File: src/rtl/riscv_pkg.sv
// Shared fetch-path types and constants.
package riscv_pkg;

    localparam int unsigned XLEN = 32;
    localparam logic [XLEN-1:0] NOP_INSTR = 32'h0000_0013;

    typedef struct packed {
        logic [XLEN-1:0] pc;
        logic [XLEN-1:0] instr;
    } fetch_entry_t;

    function automatic logic [XLEN-1:0] align_word(input logic [XLEN-1:0] addr);
        return {addr[XLEN-1:2], 2'b00};
    endfunction

endpackage

File: src/rtl/fetch_fifo.sv
// Synchronous FIFO of {pc, instr} entries with flush; head reads as zero when empty.
module fetch_fifo
    import riscv_pkg::*;
#(
    parameter int unsigned DEPTH = 4
) (
    input  logic                     clk,
    input  logic                     rst,
    input  logic                     flush,
    input  logic                     push,
    input  logic [XLEN-1:0]          push_pc,
    input  logic [XLEN-1:0]          push_instr,
    input  logic                     pop,
    output logic [$clog2(DEPTH):0]   count,
    output logic                     empty,
    output logic [XLEN-1:0]          head_pc,
    output logic [XLEN-1:0]          head_instr
);

    localparam int unsigned PTR_W = $clog2(DEPTH);
    localparam int unsigned CNT_W = PTR_W + 1;

    fetch_entry_t     mem_q [DEPTH];
    logic [PTR_W-1:0] rd_ptr_q, rd_ptr_d;
    logic [PTR_W-1:0] wr_ptr_q, wr_ptr_d;
    logic [CNT_W-1:0] count_q, count_d;

    always_comb begin
        rd_ptr_d = rd_ptr_q;
        wr_ptr_d = wr_ptr_q;
        count_d  = count_q;
        if (flush) begin
            rd_ptr_d = '0;
            wr_ptr_d = '0;
            count_d  = '0;
        end else begin
            if (push) wr_ptr_d = wr_ptr_q + PTR_W'(1);
            if (pop)  rd_ptr_d = rd_ptr_q + PTR_W'(1);
            count_d = count_q + CNT_W'(push) - CNT_W'(pop);
        end
    end

    always_ff @(posedge clk or posedge rst) begin
        if (rst) begin
            rd_ptr_q <= '0;
            wr_ptr_q <= '0;
            count_q  <= '0;
        end else begin
            rd_ptr_q <= rd_ptr_d;
            wr_ptr_q <= wr_ptr_d;
            count_q  <= count_d;
        end
    end

    // Storage carries no reset; the head is masked while empty.
    always_ff @(posedge clk) begin
        if (push && !flush) begin
            mem_q[wr_ptr_q] <= '{pc: push_pc, instr: push_instr};
        end
    end

    assign count      = count_q;
    assign empty      = (count_q == '0);
    assign head_pc    = empty ? '0 : mem_q[rd_ptr_q].pc;
    assign head_instr = empty ? '0 : mem_q[rd_ptr_q].instr;

    a_no_overflow:  assert property (@(posedge clk) disable iff (rst)
                        !(push && !pop && !flush && count_q == CNT_W'(DEPTH)));
    a_no_underflow: assert property (@(posedge clk) disable iff (rst)
                        !(pop && !flush && count_q == '0));

endmodule

File: src/rtl/instr_fetch_unit.sv
// Fetch stage: PC generation, credit-limited memory requests, redirect drop tracking.
module instr_fetch_unit
    import riscv_pkg::*;
#(
    parameter int unsigned DEPTH    = 4,
    parameter logic [31:0] RESET_PC = 32'h0000_0000
) (
    input  logic        clk,
    input  logic        rst,
    output logic        imem_req,
    output logic [31:0] imem_addr,
    input  logic        imem_gnt,
    input  logic        imem_rvalid,
    input  logic [31:0] imem_rdata,
    input  logic        redirect_valid,
    input  logic [31:0] redirect_pc,
    output logic        if_valid,
    output logic [31:0] if_instr,
    output logic [31:0] if_pc,
    input  logic        if_ready
);

    localparam int unsigned CNT_W = $clog2(DEPTH) + 1;
    localparam int unsigned SUM_W = CNT_W + 1;

    logic [31:0]      fetch_pc_q, fetch_pc_d;
    logic [31:0]      resp_pc_q, resp_pc_d;
    logic [CNT_W-1:0] inflight_q, inflight_d;
    logic [CNT_W-1:0] drop_q, drop_d;
    logic [CNT_W-1:0] fifo_count;
    logic             fifo_empty;
    logic             credit_ok, grant, resp, keep, pop;

    // Buffered plus outstanding words may never exceed the FIFO size.
    assign credit_ok = (SUM_W'(fifo_count) + SUM_W'(inflight_q)) < SUM_W'(DEPTH);
    assign imem_req  = !rst && !redirect_valid && credit_ok;
    assign imem_addr = fetch_pc_q;
    assign grant     = imem_req && imem_gnt;
    assign resp      = imem_rvalid && (inflight_q != '0);
    assign keep      = resp && !redirect_valid && (drop_q == '0);
    assign if_valid  = !fifo_empty && !redirect_valid;
    assign pop       = if_valid && if_ready;

    always_comb begin
        fetch_pc_d = fetch_pc_q;
        resp_pc_d  = resp_pc_q;
        inflight_d = inflight_q;
        drop_d     = drop_q;
        if (redirect_valid) begin
            // Everything still outstanding belongs to the old path.
            fetch_pc_d = align_word(redirect_pc);
            resp_pc_d  = align_word(redirect_pc);
            inflight_d = inflight_q - CNT_W'(resp);
            drop_d     = inflight_q - CNT_W'(resp);
        end else begin
            if (grant) fetch_pc_d = fetch_pc_q + 32'd4;
            if (keep)  resp_pc_d  = resp_pc_q + 32'd4;
            if (resp && drop_q != '0) drop_d = drop_q - CNT_W'(1);
            inflight_d = inflight_q + CNT_W'(grant) - CNT_W'(resp);
        end
    end

    always_ff @(posedge clk or posedge rst) begin
        if (rst) begin
            fetch_pc_q <= RESET_PC;
            resp_pc_q  <= RESET_PC;
            inflight_q <= '0;
            drop_q     <= '0;
        end else begin
            fetch_pc_q <= fetch_pc_d;
            resp_pc_q  <= resp_pc_d;
            inflight_q <= inflight_d;
            drop_q     <= drop_d;
        end
    end

    fetch_fifo #(.DEPTH(DEPTH)) u_fifo (
        .clk        (clk),
        .rst        (rst),
        .flush      (redirect_valid),
        .push       (keep),
        .push_pc    (resp_pc_q),
        .push_instr (imem_rdata),
        .pop        (pop),
        .count      (fifo_count),
        .empty      (fifo_empty),
        .head_pc    (if_pc),
        .head_instr (if_instr)
    );

    a_inflight_bound: assert property (@(posedge clk) disable iff (rst)
                          inflight_q <= CNT_W'(DEPTH));
    a_drop_bound:     assert property (@(posedge clk) disable iff (rst)
                          drop_q <= inflight_q);

endmodule

File: config.mk
export PLATFORM = sky130hd
export DESIGN_NAME = instr_fetch_unit
export DESIGN_NICKNAME = d
export VERILOG_FILES = /design/src/rtl/riscv_pkg.sv /design/src/rtl/fetch_fifo.sv /design/src/rtl/instr_fetch_unit.sv
export SDC_FILE = /design/constraint.sdc
export NUM_CORES = 1
export LEC_CHECK = 0
export BUFFER_PORTS_ARGS = -buffer_cell sky130_fd_sc_hd__buf_2
export CAP_MARGIN = 20
export CORE_MARGIN = 2
export CORE_UTILIZATION = 55
export DETAILED_ROUTE_END_ITERATION = 8
export PLACE_DENSITY = 0.79
export REMOVE_ABC_BUFFERS = 1
export SYNTH_ARGS = -nofsm -noshare
export SYNTH_HDL_FRONTEND = slang
export SYNTH_SLANG_ARGS = --single-unit
File: constraint.sdc
create_clock -name clk -period 4.2 [get_ports clk]
set_input_delay 0.84 -clock clk [delete_from_list [all_inputs] [get_ports clk]]
set_output_delay 0.84 -clock clk [all_outputs]
set_load 0.01 [all_outputs]
==> impl_metrics.toml, run 1 <==
[sta]
finalCritPeriodShare_pct = 79.5
timing.final.crit_period_ns = 3.34
tightest_slew_ns = 0.858
finClkSkew_ns = 0.0196
finalHoldViolCount = 0
rsz0062_at_grt = "no"
max_slew_margin_pct = 42.6
drv_slew = 0
max_freq_mhz = 299
finalSetupViolCount = 0

[final_layout]
nets = 1125
final_cell_count_no_fill = 1388
area.growth.synth_to_final_pct = 16.8
final_util_pct = 65.6
antenna-diode-count = 0
drive_above_1_share_pct = 28.9

[placed_design]
dp.final_hpwl_um = 17900
dpl.cell_count = 1324
place.gp.congestion = 0.874
io_buffers = 161

[worst_setup_path]
slowest_stage = "dfrtp_4"
critPathKind = "reg2out"
crit_path_start_kind = "flip-flop"
r2r_slack_ns = 0.97
ff2ff_path_depth = 11
crit_required_ns = 3.36
critPathMaxFanout = 33
crit_arrival_ns = 2.50
r2r-end = "inflight_q[2]"
crit_chain = "buf_12, mux4_2, and2_1, buf_2"
timing.rr.start = "u_fifo.count[1]"
critical_path.endpoint_type = "primary output"
cpPeakStageDelay_ns = 0.73

[floorplan]
die_y_um = 162
core_area_um2 = 24400
pin_count = 168
die_width_um = 162
initial_core_util_pct = 56.1
die_area_um2 = 26200
rows = 57

[synthesis]
synth-edff-count = 248
synthFlopType = "edfxtp_1"
synthesis.area_um2 = 13700
yosysTopAreaCellShare_pct = 54.4
netlist_instances = 865
synthArstFlopShare_pct = 22.7
synthTopCellsByArea = "edfxtp_1, dfrtp_1, mux4_2"
synth.most_common_cell = "edfxtp_1"
synthTopCellsByCount = "edfxtp_1, dfrtp_1, and2_1"
ys_seq_area_share_pct = 67.7
synth.largest_area_cell = "edfxtp_1"
yosys_warnings = 0
synth.lib_cells_used.distinct = 50
ys_seq_elements = 321
syn_area_per_cell_um2 = 15.8

[drt]
postRouteAntennaNets = 0
initialDrtViolationCount = 758
drc = 0
wl_per_cell_um = 21.0
drt-met1-wl_um = 12700
top_layer = "met4"
viasPerCell = 5.84
vias = 8103
dr_wl_met3_um = 2030
wl_met2_um = 14000
dr.pass1.iters = 5
routed_wirelength_um = 29200

[clock_tree]
cts-hold-fix-buffers = 0
root_buffer = "clkbuf_16"
cts_tree = "built"
cts_resized = 0
cts_buffers = 35
post_cts_buffers = 0
clk_pin_slew_ns = 0.06
ctsHtreeMaxLevel = 2
clk_latency_ns = 0.52
cts_buffer_depth = 3
cts_num_sinks = 321

[pwr]
p_total_uw = 8830
peakVddDrop_mv = 0.304
p_leak_uw = 0.00582
power.density_nw_per_um2 = 552

[global_route]
grt_overflow = 0
gr-usage-all-layers_pct = 22.6
grt_start_max_net_pins = 64
antenna_found_initial = 0
grt_pass1_wl_um = 45500
grt_pass1_vias = 7948

[min_path]
hold_class = "in2async"

[job]
maxCapViolCount = 0

[outcome]
status = "completed"
worst max-delay path by stage:
stage,from,endpoint,slack (ns),cells past startpoint
6_report,u_fifo.rd_ptr_q[0],if_pc[12],0.86,4
5_1_grt,u_fifo.rd_ptr_q[0],if_pc[20],0.72,4
4_1_cts,u_fifo.rd_ptr_q[0],if_pc[10],0.81,4
3_5_place_dp,redirect_valid,inflight_q[2],0.67,11
3_3_place_gp,redirect_valid,inflight_q[2],0.76,11
2_1_floorplan,u_fifo.rd_ptr_q[0],if_instr[0],-0.003,2
area by class of cell:
class / instances / area [µm²]
fillers: 1685 / 8400
clock buffers: 47 / 942
repair buffers: 174 / 966
multi-input cells: 480 / 4160
well taps: 324 / 405
flip-flops and latches: 321 / 9280
inverters: 25 / 93.8
clock inverters: 17 / 153
flip-flops by register name, summed over array words and instances, names as in the netlist:
name and cells:
inflight_q 3, u_fifo.wr_ptr_q 2, imem_addr 30, u_fifo.rd_ptr_q 2, drop_q 3, u_fifo.mem_q 248, u_fifo.count 3, resp_pc_q 30
routing by layer:
layer	track usage, %	up-vias
met1	33.8	4092
met5	0	-
met3	4.01	39
met2	35.3	334
met4	5.39	0
li1	-	3638
cells in the final DEF (no fill, tap or decap), types with 20 or more instances in the layout:
cell type and count:
and2_1 68, buf_2 161, clkbuf_16 36, dfrtp_1 71, edfxtp_1 248, inv_1 23, mux4_2 62, nand2_1 50
nand3_1 29, nand4_1 20, nor2_1 29, o21ai_0 21, xnor2_1 31, xor2_1 20
metrics by stage:
stage          setup WS [ns]  area (µm²)  hold WS (ns)  TNS, ns
3_5_place_dp           0.665       14900         0.545        0
3_3_place_gp           0.759       14900         0.532        0
2_1_floorplan       -0.00309       13500         0.495   -0.192
5_1_grt                0.723       16000         0.314        0
6_report               0.860       16000         0.288        0
4_1_cts                0.811       16000         0.287        0
power by group:
group | switching [µW] | internal [µW] | leakage, µW
Clock | 1200 | 1710 | 0.000528
Combinational | 1060 | 968 | 0.00220
Sequential | 248 | 3640 | 0.00310
Total | 2510 | 6320 | 0.00582
critical path: cells and delay by family, from the launching register on:
family        cells  cell delay, ns
buf+inv           2            0.46
simple gates      1            0.17
mux               1            0.58
flops             1            0.73
logic make-up after synthesis:
family / share of synthesized area, %
multiplexers: 11.2
other: 0.0274
adder cells (fa/ha/maj): 1.75
AND/OR/NAND/NOR: 10.4
AO/OA/AOI/OAI: 3.57
flip-flops: 67.7
buffers and inverters: 2.05
XOR/XNOR: 3.26
Power figures use the tool's default switching activity.
==> inputs of run 2 (changes only) <==
--- a/config.mk
+++ b/config.mk
@@ -5,10 +5,11 @@
 export SDC_FILE = /design/constraint.sdc
 export NUM_CORES = 1
 export LEC_CHECK = 0
+export ABC_AREA = 1
 export BUFFER_PORTS_ARGS = -buffer_cell sky130_fd_sc_hd__buf_2
 export CAP_MARGIN = 20
 export CORE_MARGIN = 2
-export CORE_UTILIZATION = 55
+export CORE_UTILIZATION = 53
 export DETAILED_ROUTE_END_ITERATION = 8
 export PLACE_DENSITY = 0.79
 export REMOVE_ABC_BUFFERS = 1
==> constraint.sdc (replaced) <==
create_clock -name clk -period 2.8 [get_ports clk]
set_input_delay 0.56 -clock clk [delete_from_list [all_inputs] [get_ports clk]]
set_output_delay 0.56 -clock clk [all_outputs]
set_load 0.01 [all_outputs]
==> run 2 against run 1 <==
Net effect:
- routed wire length increased by 21%
- worst setup slack got worse by 0.78 ns
- sequential cell count is the same
- final cell count grew 45%
- critical endpoint is now if_pc[7]
==> impl_metrics.toml, run 2 <==
[placed_design]
place.gp.congestion = 0.944
io_buffers = 161
pre_cts_ws_ns = 0.111
dpl.cell_count = 1944
dp.final_hpwl_um = 21300

[global_route]
grt_overflow = 0
antenna_found_initial = 2
grt_start_max_net_pins = 74
grt_pass1_wl_um = 55200
gr-usage-all-layers_pct = 24.2
grt_pass1_vias = 10900

[final_layout]
final_cell_mix = "nor2_1, edfxtp_1, nand2_1"
regMostFlops = "u_fifo.mem_q"
antenna-diode-count = 0
multiInputGateArea_um2 = 4660
final_cell_count_no_fill = 2008
layout_commonest_cell = "nor2_1"
fillers = 2117
nets = 1731
regArea_um2 = 9280
area.growth.synth_to_final_pct = 16.9
drive_above_1_share_pct = 16.1
largest_reg_flops = 248

[clock_tree]
ctsHtreeMaxLevel = 2
root_buffer = "clkbuf_16"
cts_buffer_depth = 3
clk_pin_slew_ns = 0.06
cts_tree = "built"
clk_latency_ns = 0.52
cts_num_sinks = 321
cts_buffers = 34
cts-hold-fix-buffers = 0

[floorplan]
die_y_um = 170
die_area_um2 = 28800
die_width_um = 170
pin_count = 168
initial_core_util_pct = 54.1
core_area_um2 = 27000
rows = 60

[sta]
finalSetupViolCount = 0
rsz0062_at_grt = "yes"
timing.final.crit_period_ns = 2.72
hold-worst-slack_ns = 0.253
drv_slew = 0
max_freq_mhz = 367
finClkSkew_ns = 0.0178
finalCritPeriodShare_pct = 97.2
tightest_slew_ns = 0.966
worst_slack_ns = 0.0776
max_slew_margin_pct = 35.6
tns_ns = 0
finalHoldViolCount = 0

[synthesis]
synth.lib_cells_used.distinct = 35
synthesis.area_um2 = 14600
yosysTopAreaCellShare_pct = 51.1
yosys_warnings = 0
synth.largest_area_cell = "edfxtp_1"
ys_seq_area_share_pct = 63.6
synth-edff-count = 248
synthFlopType = "edfxtp_1"
synthTopCellsByCount = "nor2_1, edfxtp_1, nand2_1"
synthArstFlopShare_pct = 22.7
ys_seq_elements = 321
netlist_instances = 1483
synthTopCellsByArea = "edfxtp_1, dfrtp_1, nor2_1"
synth.most_common_cell = "nor2_1"
syn_area_per_cell_um2 = 9.83

[pwr]
p_int_uw = 9620
pwr-share-clk_pct = 30.8
switchingPower_uw = 4890
peakVddDrop_mv = 0.583
power.density_nw_per_um2 = 851
p_leak_uw = 0.00689
sw_frac_of_total_pct = 33.7
combPwrFrac_pct = 27.6
seqPwrFrac_pct = 41.6

[drt]
viasPerCell = 5.66
wl_per_cell_um = 17.6
drc = 0
initialDrtViolationCount = 1181
routed_wirelength_um = 35300
postRouteAntennaNets = 0
vias = 11400
dr.pass1.iters = 5

[worst_setup_path]
startpoint = "u_fifo.rd_ptr_q[0]"
critical_path.endpoint_type = "primary output"
critPathKind = "reg2out"
crit_required_ns = 2.24
crit_path_start_kind = "flip-flop"
timing.rr.start = "inflight_q[2]"
crit_arrival_ns = 2.16
critPathMaxFanout = 15

[job]
maxCapViolCount = 0

[outcome]
status = "completed"

[min_path]
hold_class = "in2reg"
hp-start = "imem_rdata[12]"
[run 2: layout make-up]
cell class	instances	share of cell area, %
clock buffer	47	5.76
clock inverter	13	0.852
sequential	321	54.4
tap	341	2.50
inverter	97	2.15
multi-input combinational	1001	27.4
timing repair buffer	188	6.93
[run 2: worst max-delay path, cell delays in order, from the launching register on]
cell and delay (ns):
dfrtp_4 0.58, inv_4 0.21, buf_4 0.25, o21ai_0 0.12
a21oi_1 0.29, buf_2 0.19
[run 2: kinds of logic after synthesis]
logic type	after synthesis	share of synthesized area, %
AND/OR/NAND/NOR	686	19.2
flip-flops	321	63.6
AO/OA/AOI/OAI	274	9.71
buffers and inverters	164	4.66
XOR/XNOR	19	1.14
adder cells (fa/ha/maj)	18	1.65
other	1	0.0257
[run 2: timing repair]
action                     4_1_cts  5_1_grt
resized for setup                2        2
gates cloned                     1        0
setup buffers                    0        3
setup endpoints to repair       11       27
pin swaps                        0        1
[run 2: power groups by stage]
stage	Combinational, µW	Clock, µW	Sequential, µW
global placement	3760	0	6100
finish	4010	4470	6030
floorplan	2170	0	6130
detailed placement	3870	0	6120
CTS	3970	4520	6030
global route	4440	4720	6080
[run 2: final timing paths]
check	end	slack, ns	depth (start not counted)
max	if_pc[7]	0.08	5
min	u_fifo.mem_q[3][12]	0.25	1
max reg2reg	inflight_q[2]	0.18	13
min reg2reg	u_fifo.mem_q[1][62]	0.58	0
max in group asynchronous	u_fifo.rd_ptr_q[0]	1.71	3
min in group asynchronous	imem_addr[2]	0.35	3
[run 2: routing by layer]
layer	up-vias	track usage, %	part of all wire (%)
met4	4	7.36	2.3
met2	560	40.7	48
met5	-	0	0.076
met3	68	3.95	9.2
li1	5342	-	-
met1	5385	32.7	41
[run 2: through the flow]
stage          area [µm²]  total power, µW  utilization [%]
2_1_floorplan       14300             8300                -
3_3_place_gp        15800             9850             58.8
3_5_place_dp        15800             9990             58.8
4_1_cts             17000            14500             63.1
5_1_grt             17000            15200             63.2
6_report            17000            14500             63.2
